[src/rtl/cpu_pkg.sv]
// Types and address constants shared by the IF and CP0 stages.
// Redirect encodings are ordered by priority, so a plain compare picks the winner.
package cpu_pkg;

  typedef enum logic [1:0] {
    NONE = 2'd0,
    BR   = 2'd1,
    ERET = 2'd2,
    EXC  = 2'd3
  } redirect_t;

  localparam logic [31:0] DEF_RESET_ADDR = 32'h0000_3000;
  localparam logic [31:0] DEF_EXC_VECTOR = 32'h0000_4180;
  localparam logic [31:0] DEF_ADDR_LO    = 32'h0000_3000;
  localparam logic [31:0] DEF_ADDR_HI    = 32'h0000_6FFC;

  // A newer request of equal rank replaces the older one.
  function automatic logic newer_wins(redirect_t incoming, redirect_t held);
    return incoming >= held;
  endfunction

endpackage

[src/rtl/pc_redirect_arb.sv]
// Selects the winning redirect from this cycle's inputs and the queued slot.
// Outputs NONE when neither source has a request.
module pc_redirect_arb
  import cpu_pkg::*;
#(
  parameter int               WIDTH      = 32,
  parameter logic [WIDTH-1:0] EXC_VECTOR = WIDTH'(DEF_EXC_VECTOR)
) (
  input  logic             br_valid,
  input  logic [WIDTH-1:0] br_target,
  input  logic             exc_req,
  input  logic             eret_req,
  input  logic [WIDTH-1:0] epc,
  input  logic [1:0]       pend_type,
  input  logic [WIDTH-1:0] pend_target,
  output logic [1:0]       sel_type,
  output logic [WIDTH-1:0] sel_target,
  output logic             in_any
);

  redirect_t        in_type;
  redirect_t        held_type;
  logic [WIDTH-1:0] in_target;

  assign in_any    = exc_req | eret_req | br_valid;
  assign held_type = redirect_t'(pend_type);

  always_comb begin
    in_type    = NONE;
    in_target  = '0;
    sel_type   = NONE;
    sel_target = '0;
    if (exc_req) begin
      in_type   = EXC;
      in_target = EXC_VECTOR;
    end else if (eret_req) begin
      in_type   = ERET;
      in_target = epc;
    end else if (br_valid) begin
      in_type   = BR;
      in_target = br_target;
    end
    if (newer_wins(in_type, held_type)) begin
      sel_type   = in_type;
      sel_target = in_target;
    end else begin
      sel_type   = held_type;
      sel_target = pend_target;
    end
  end

endmodule

[src/rtl/pc_fetch_unit.sv]
// Program counter and IF request generator with a one-deep redirect queue.
//   state | meaning
//   BOOT  | single cycle after reset, no request issued
//   FETCH | normal operation, requests issued from pc
module pc_fetch_unit
  import cpu_pkg::*;
#(
  parameter int               WIDTH      = 32,
  parameter logic [WIDTH-1:0] RESET_ADDR = WIDTH'(DEF_RESET_ADDR),
  parameter logic [WIDTH-1:0] EXC_VECTOR = WIDTH'(DEF_EXC_VECTOR),
  parameter int               STEP       = 4,
  parameter logic [WIDTH-1:0] ADDR_LO    = WIDTH'(DEF_ADDR_LO),
  parameter logic [WIDTH-1:0] ADDR_HI    = WIDTH'(DEF_ADDR_HI)
) (
  input  logic             clk,
  input  logic             Reset,
  input  logic             stall,
  input  logic             br_valid,
  input  logic [WIDTH-1:0] br_target,
  input  logic             exc_req,
  input  logic             eret_req,
  input  logic [WIDTH-1:0] epc,
  input  logic             if_ready,
  output logic             if_valid,
  output logic [WIDTH-1:0] pc,
  output logic [WIDTH-1:0] pc_plus_step,
  output logic             if_adel,
  output logic             redirect_pending
);

  typedef enum logic {BOOT, FETCH} state_t;

  localparam logic [WIDTH-1:0] STEP_W = WIDTH'(STEP);

  state_t           state_q, state_d;
  logic [WIDTH-1:0] pc_q, pc_d;
  redirect_t        pend_type_q, pend_type_d;
  logic [WIDTH-1:0] pend_target_q, pend_target_d;
  logic             waiting_q;
  logic             locked;
  logic [1:0]       sel_type;
  logic [WIDTH-1:0] sel_target;
  logic             in_any;

  pc_redirect_arb #(
    .WIDTH      (WIDTH),
    .EXC_VECTOR (EXC_VECTOR)
  ) u_arb (
    .br_valid    (br_valid),
    .br_target   (br_target),
    .exc_req     (exc_req),
    .eret_req    (eret_req),
    .epc         (epc),
    .pend_type   (pend_type_q),
    .pend_target (pend_target_q),
    .sel_type    (sel_type),
    .sel_target  (sel_target),
    .in_any      (in_any)
  );

  assign pc               = pc_q;
  assign pc_plus_step     = pc_q + STEP_W;
  assign if_adel          = (pc_q[1:0] != 2'b00) || (pc_q < ADDR_LO) || (pc_q > ADDR_HI);
  // An unaccepted request must stay up even if stall rises afterwards.
  assign if_valid         = (state_q == FETCH) && !if_adel && (!stall || waiting_q);
  assign locked           = if_valid && !if_ready;
  assign redirect_pending = (pend_type_q != NONE);

  always_ff @(posedge clk) begin
    if (Reset) begin
      state_q       <= BOOT;
      pc_q          <= RESET_ADDR;
      pend_type_q   <= NONE;
      pend_target_q <= '0;
      waiting_q     <= 1'b0;
    end else begin
      state_q       <= state_d;
      pc_q          <= pc_d;
      pend_type_q   <= pend_type_d;
      pend_target_q <= pend_target_d;
      waiting_q     <= locked;
    end
  end

  always_comb begin
    state_d       = state_q;
    pc_d          = pc_q;
    pend_type_d   = pend_type_q;
    pend_target_d = pend_target_q;
    if (state_q == BOOT) begin
      state_d = FETCH;
    end
    if (!locked) begin
      if (redirect_t'(sel_type) != NONE) begin
        pc_d          = sel_target;
        pend_type_d   = NONE;
        pend_target_d = '0;
      end else if (if_valid && if_ready) begin
        pc_d = pc_q + STEP_W;
      end
    end else if (in_any) begin
      pend_type_d   = redirect_t'(sel_type);
      pend_target_d = sel_target;
    end
  end

endmodule

[config.mk]
export PLATFORM = sky130hd
export DESIGN_NAME = pc_fetch_unit
export DESIGN_NICKNAME = d
export VERILOG_FILES = /design/src/rtl/cpu_pkg.sv /design/src/rtl/pc_redirect_arb.sv /design/src/rtl/pc_fetch_unit.sv
export SDC_FILE = /design/constraint.sdc
export NUM_CORES = 1
export LEC_CHECK = 0
export ABC_AREA = 0
export CAP_MARGIN = 20
export CORE_MARGIN = 4
export CORE_UTILIZATION = 41
export CTS_CLUSTER_DIAMETER = 50
export DETAILED_ROUTE_END_ITERATION = 12
export PLACE_DENSITY = 0.73
export RECOVER_POWER = 25
export SYNTH_ARGS = -nofsm -noshare
export SYNTH_HDL_FRONTEND = slang
export SYNTH_SLANG_ARGS = --single-unit
[constraint.sdc]
create_clock -name clk -period 3.29 [get_ports clk]
set_clock_uncertainty 0.1 [all_clocks]
set_input_delay 0.658 -clock clk [delete_from_list [all_inputs] [get_ports clk]]
set_output_delay 0.658 -clock clk [all_outputs]
set_load 0.03 [all_outputs]
### Word-level counts from Yosys, hierarchy flattened

Index checks and enable logic that the tools add are counted.

| cells by class | value |
|---|---|
| add/sub/neg operators | 1 |
| magnitude comparators | 3 |
| equality and inequality tests | 1 |
| muxes and demuxes | 17 |
| bitwise operators | 3 |
| reductions and logical operators | 17 |

Operator list:

| operator | number |
|---|---|
| 32-bit 2-to-1 mux | 9 |
| 32-bit by 3-bit adder with 32-bit output (second input constant) | 1 |
| 32-bit by 15-bit > comparator with 1-bit output (second input constant) | 1 |
| 32-bit by 14-bit < comparator with 1-bit output (second input constant) | 1 |
| 2-bit 2-to-1 mux | 6 |
| 2-bit nonzero test | 5 |
| 1-bit logical AND | 4 |
| 2-bit AND reduction | 2 |
| 1-bit logical NOT | 3 |
| 1-bit logical OR | 3 |
| 2-bit >= comparator | 1 |
| 1-bit 2-to-1 mux | 2 |
| 2-bit by 1-bit != test with 1-bit output (second input constant) | 1 |
| 1-bit OR | 2 |
| 1-bit inverter | 1 |

| word-level totals | value |
|---|---|
| bits in registers | 68 |
| input bits | 71 |
| output and inout port bits | 67 |
| word-level logic and storage cells | 47 |

### Longest topological paths before layout

| logic depth | value |
|---|---|
| depth in word-level cells | 9 |
| gate-level depth with buffers | 13 |

### Modules after synthesis

A second synthesis with hierarchy kept.

| unflattened totals | value |
|---|---|
| cells, all modules | 450 |
| area total of the unflattened synthesis | 4,106.4 sq um |

Modules (own cells, without submodules):

| module | instances | cells an instance | area an instance (sq um) | sequential area each (sq um) |
|---|---|---|---|---|
| pc_fetch_unit | 1 | 361 | 3,278.1 | 1,361.3 |
| pc_redirect_arb | 1 | 89 | 828.3 | 0.0 |

### Least setup slack after synthesis

OpenSTA, ideal clock, no wires.

| timing path | value |
|---|---|
| path kind | register to output |
| from | reg pc_q[6], in the netlist pc[6] |
| to | out pc_plus_step[27] |
| data arrival time | 2.855 ns |
| path slack | -0.323 ns |
| cell stages (with the launch flop) | 10 |
| path through | dfxtp_1 -> clkbuf_1 -> nand3_1 -> or3_1 -> clkbuf_1 -> or3_1 -> clkbuf_1 -> nor2_1 -> nand3_1 -> xnor2_1 |

| between the ends | value |
|---|---|
| word-level cells in the longest chain between the ends | 1 |

RTL lines:

| element | RTL line | source |
|---|---|---|
| from (decl) | pc_fetch_unit.sv:36 | `logic [WIDTH-1:0] pc_q, pc_d;` |
| from (signal assigned) | pc_fetch_unit.sv:78 | `pc_q <= pc_d;` |
| 32-bit by 3-bit adder with 32-bit output | pc_fetch_unit.sv:62 | `assign pc_plus_step = pc_q + STEP_W;` |
| to (decl) | pc_fetch_unit.sv:26 | `output logic [WIDTH-1:0] pc_plus_step,` |

Every way passes these cells.

### Worst setup path in the final report

| timing path | value |
|---|---|
| from | reg pc_q[3], in the netlist pc[3] |
| to | out pc_plus_step[31] |

Same word-level chain as after synthesis.

==> reports/summary.txt <==
Post-synth ARST share - 0%
Seq/Total Area, Yosys - 34.8%
Vias - 4269
Critical Path, Cell by Cell - nand2_1 -> or3_1 -> or3_4 -> nor2_4 -> nand3_1 -> xnor2_4 -> buf_4
Fillers - 813
Max-slew violation count - 0
Multi-input logic area - 2500 um^2
Synth Register Bits - 68
Final Util - 64.5%
Synth top area share - 34.8%
Kind of critical path - reg -> out
Synth Flop Type - dfxtp_1
Antenna-violating nets left - 0
Synthesized area - 3910 um^2
Crit-path slowest cell - or3_4
FF+latch area - 1370 um^2
CTS tree - built
Layout net count - 714
Post-synth cell types - 50
Worst-path clk slew - 0.07 ns
Compound-Gate Fraction of Synth Area - 25.9%
Vias in the first global route - 4150
Mapped Nets - 563
Fin crit share - 96.5%
Htree depth - 3
Die ar. - 11200 um^2
Reg2reg start - pc[23]
Main combinational cell family by area after synthesis - compound AO/OA/AOI/OAI gates
Crit path time final - 3.17 ns
Via density - 5.52
Post-Syn Instances - 489
Adder-Cell Fraction of Synth Area - 0.959%
Setup WS post-layout - 0.117 ns
Inserted Diodes - 0
CP Data Arrival Time - 2.42 ns
Synth area leader - dfxtp_1
Fin Hold WS - 0.364 ns
Layout cell share with drive strength beyond 1 - 16.4%
GRT Total Usage - 22.2%
Top delay family on crit path - simple AND/OR/NAND/NOR gates
Max Cap Violations - 0
Hold Violations, Final - 0
Final WL - 12.5 mm
Worst Hold Path Cells - 1
Worst reg2reg setup slack - 0.40 ns
Hold WC Path Type - reg -> reg
Status - finished, final reports clean
Maximum clock frequency - 0.315 GHz
Root buf cell - clkbuf_8
CTS Buf Count - 9
Global-route wire length before repair - 20.3 mm
# setup viols final - 0
Post-DR wirelength/cell - 16.1 um
Clock tree buffer depth - 2
Worst setup startpoint - pc[3]
Worst-Skew Late Latency - 0.34 ns
Worst slack, placed - -0.111 ns
Worst-Margin Slew - 1.08 ns
Worst setup EP type - output pin
Synth Area in XOR/XNOR - 6.27%
Cell Pwr Density - 370 nW/um^2
P_leak - 2.34 nW
FP Rows - 35
Post-synth EDFFs - 0
Type of origin of the critical path - register
Post-synthesis mux area share - 4.16%
Core ar. - 9280 um^2
Synth area leaders - dfxtp_1 (35%), a21oi_1 (7.0%), o2bb2ai_1 (6.5%), xnor2_1 (4.5%), nor3_1 (4.0%)
Die X - 106 um
Worst Path Max Fanout - 6
Global route total overflow - 0
Initial Util - 42.1%
Largest net degree at the start of global routing - 26
Worst path max stage delay - 0.46 ns
Max-slew headroom - 27.6%
Residual DRC - 0
Initial antenna violation count - 0
Number of port buffers - 137
Area grow syn2layout - 53.0%
Min-Delay Endpoint - pend_target_q[6]
Worst endpoint required time - 2.53 ns
Die Y - 106 um
Peak VDD IR - 0.173 mV
First-pass DRT Iterations - 5
Synth Area in Simple Gates - 21.8%
Final GP Congestion - 0.860
Syn Area/Cell - 8.00 um^2
Worst R2R Path Depth - 7
Hpwl dp - 9.73 mm
Synthesis warning total - 0
Buffers & Inverters on Critical Path - 1
Clock sinks - 68
Num ports - 138
Hold Crit Start - pend_target_q[6]
Iteration-0 DRC Markers - 223
R2R Path End - pc[2]
==> area by class of cell <==
class / count / area share, %
well taps: 129 / 2.70
clock inverters: 1 / 0.0836
repair buffers: 184 / 29.0
clock buffers: 15 / 2.95
inverters: 10 / 0.627
flip-flops and latches: 68 / 22.8
multi-input cells: 367 / 41.8
==> stage by stage <==
step	power [W]	TNS, ns	area [um^2]	std cells
2_1_floorplan	0.00128	0	4060	489
3_5_place_dp	0.00160	-2.24	5760	757
5_1_grt	0.00231	-0.0159	5990	774
3_3_place_gp	0.00159	-0.486	5760	757
6_report	0.00222	0	5990	774
4_1_cts	0.00223	-0.00436	5950	773
==> worst register-to-register path, cell delays in order, from the launching register on <==
cell and delay (ns):
dfxtp_1 0.39, nor4_1 0.37, nand4_1 0.17, or4_1 0.72, mux2i_4 0.50, buf_12 0.20, a21oi_1 0.05, o221a_2 0.27
==> worst max-delay path by stage <==
stage                             to  slack, ns  cells after the start
CTS                 pc_plus_step[29]     -0.004                      7
floorplan                      pc[2]      0.007                     13
finish              pc_plus_step[31]       0.12                      7
detailed placement            pc[30]      -0.11                     10
global route        pc_plus_step[26]      -0.01                     10
global placement              pc[19]      -0.05                     10
==> logic make-up after synthesis <==
group / after synthesis
flops: 68
compound gates: 152
mux: 16
buf+inv: 54
fa+ha+maj: 3
xor+xnor: 28
simple gates: 168
==> timing repair <==
action / in CTS / in global routing
hold buffers: 0 / 0
setup buffers: 0 / 1
endpoints found under the setup margin: 12 / 12
pin swaps: 0 / 1
gates resized for setup: 7 / 8
==> layout by cell type (no fill, tap or decap), types with 4 or more instances in the layout <==
master / instances
nor4_1: 8
buf_4: 59
xor2_1: 7
mux2i_1: 12
dlygate4sd2_1: 4
clkdlybuf4s50_1: 82
nor2_1: 28
o2bb2ai_1: 29
nand2_1: 38
o21ai_0: 22
a21oi_1: 54
xnor2_2: 4
inv_1: 9
dlygate4sd3_1: 32
or3_1: 17
dfxtp_1: 65
nand3_2: 4
xnor2_1: 12
a22o_1: 7
nand4_1: 5
nor3_1: 30
a22oi_1: 19
nand3_1: 10
xnor2_4: 4
clkbuf_8: 12
buf_12: 4
nand3b_1: 4
and3_1: 4
==> synth_stat cells, drive strengths merged (4+ instances only) <==
library cell and n:
xnor2 20, buf 16, and3 4, nor4 9
a21oi 56, a22o 7, a22oi 19, clkbuf 28
nand3b 4, mux2i 14, nand3 14, xor2 8
or3 19, nand2 38, o2bb2ai 29, nor2 29
inv 9, dfxtp 68, nand4 5, o21ai 23
nor3 31
==> where the power goes <==
group	total [W]	switching, W	internal (W)	leakage (nW)
combinational	0.000679	0.000366	0.000312	1.70
clock	0.000641	0.000306	0.000336	0.0937
sequential	0.000896	0.0000421	0.000854	0.553
==> sequential cells by signal (all words and copies together) (netlist names) <==
signal         cells
pend_target_q     32
state_q            1
waiting_q          1
pc                32
pend_type_q        2
==> routing by layer <==
metal  GRT usage [%]  part of all wire (%)
met2            35.0                    46
met1            30.3                    46
met3            4.78                   6.7
met5               0                     0
met4            6.66                   1.4
Note: power is estimated with default switching activity, not from simulation.
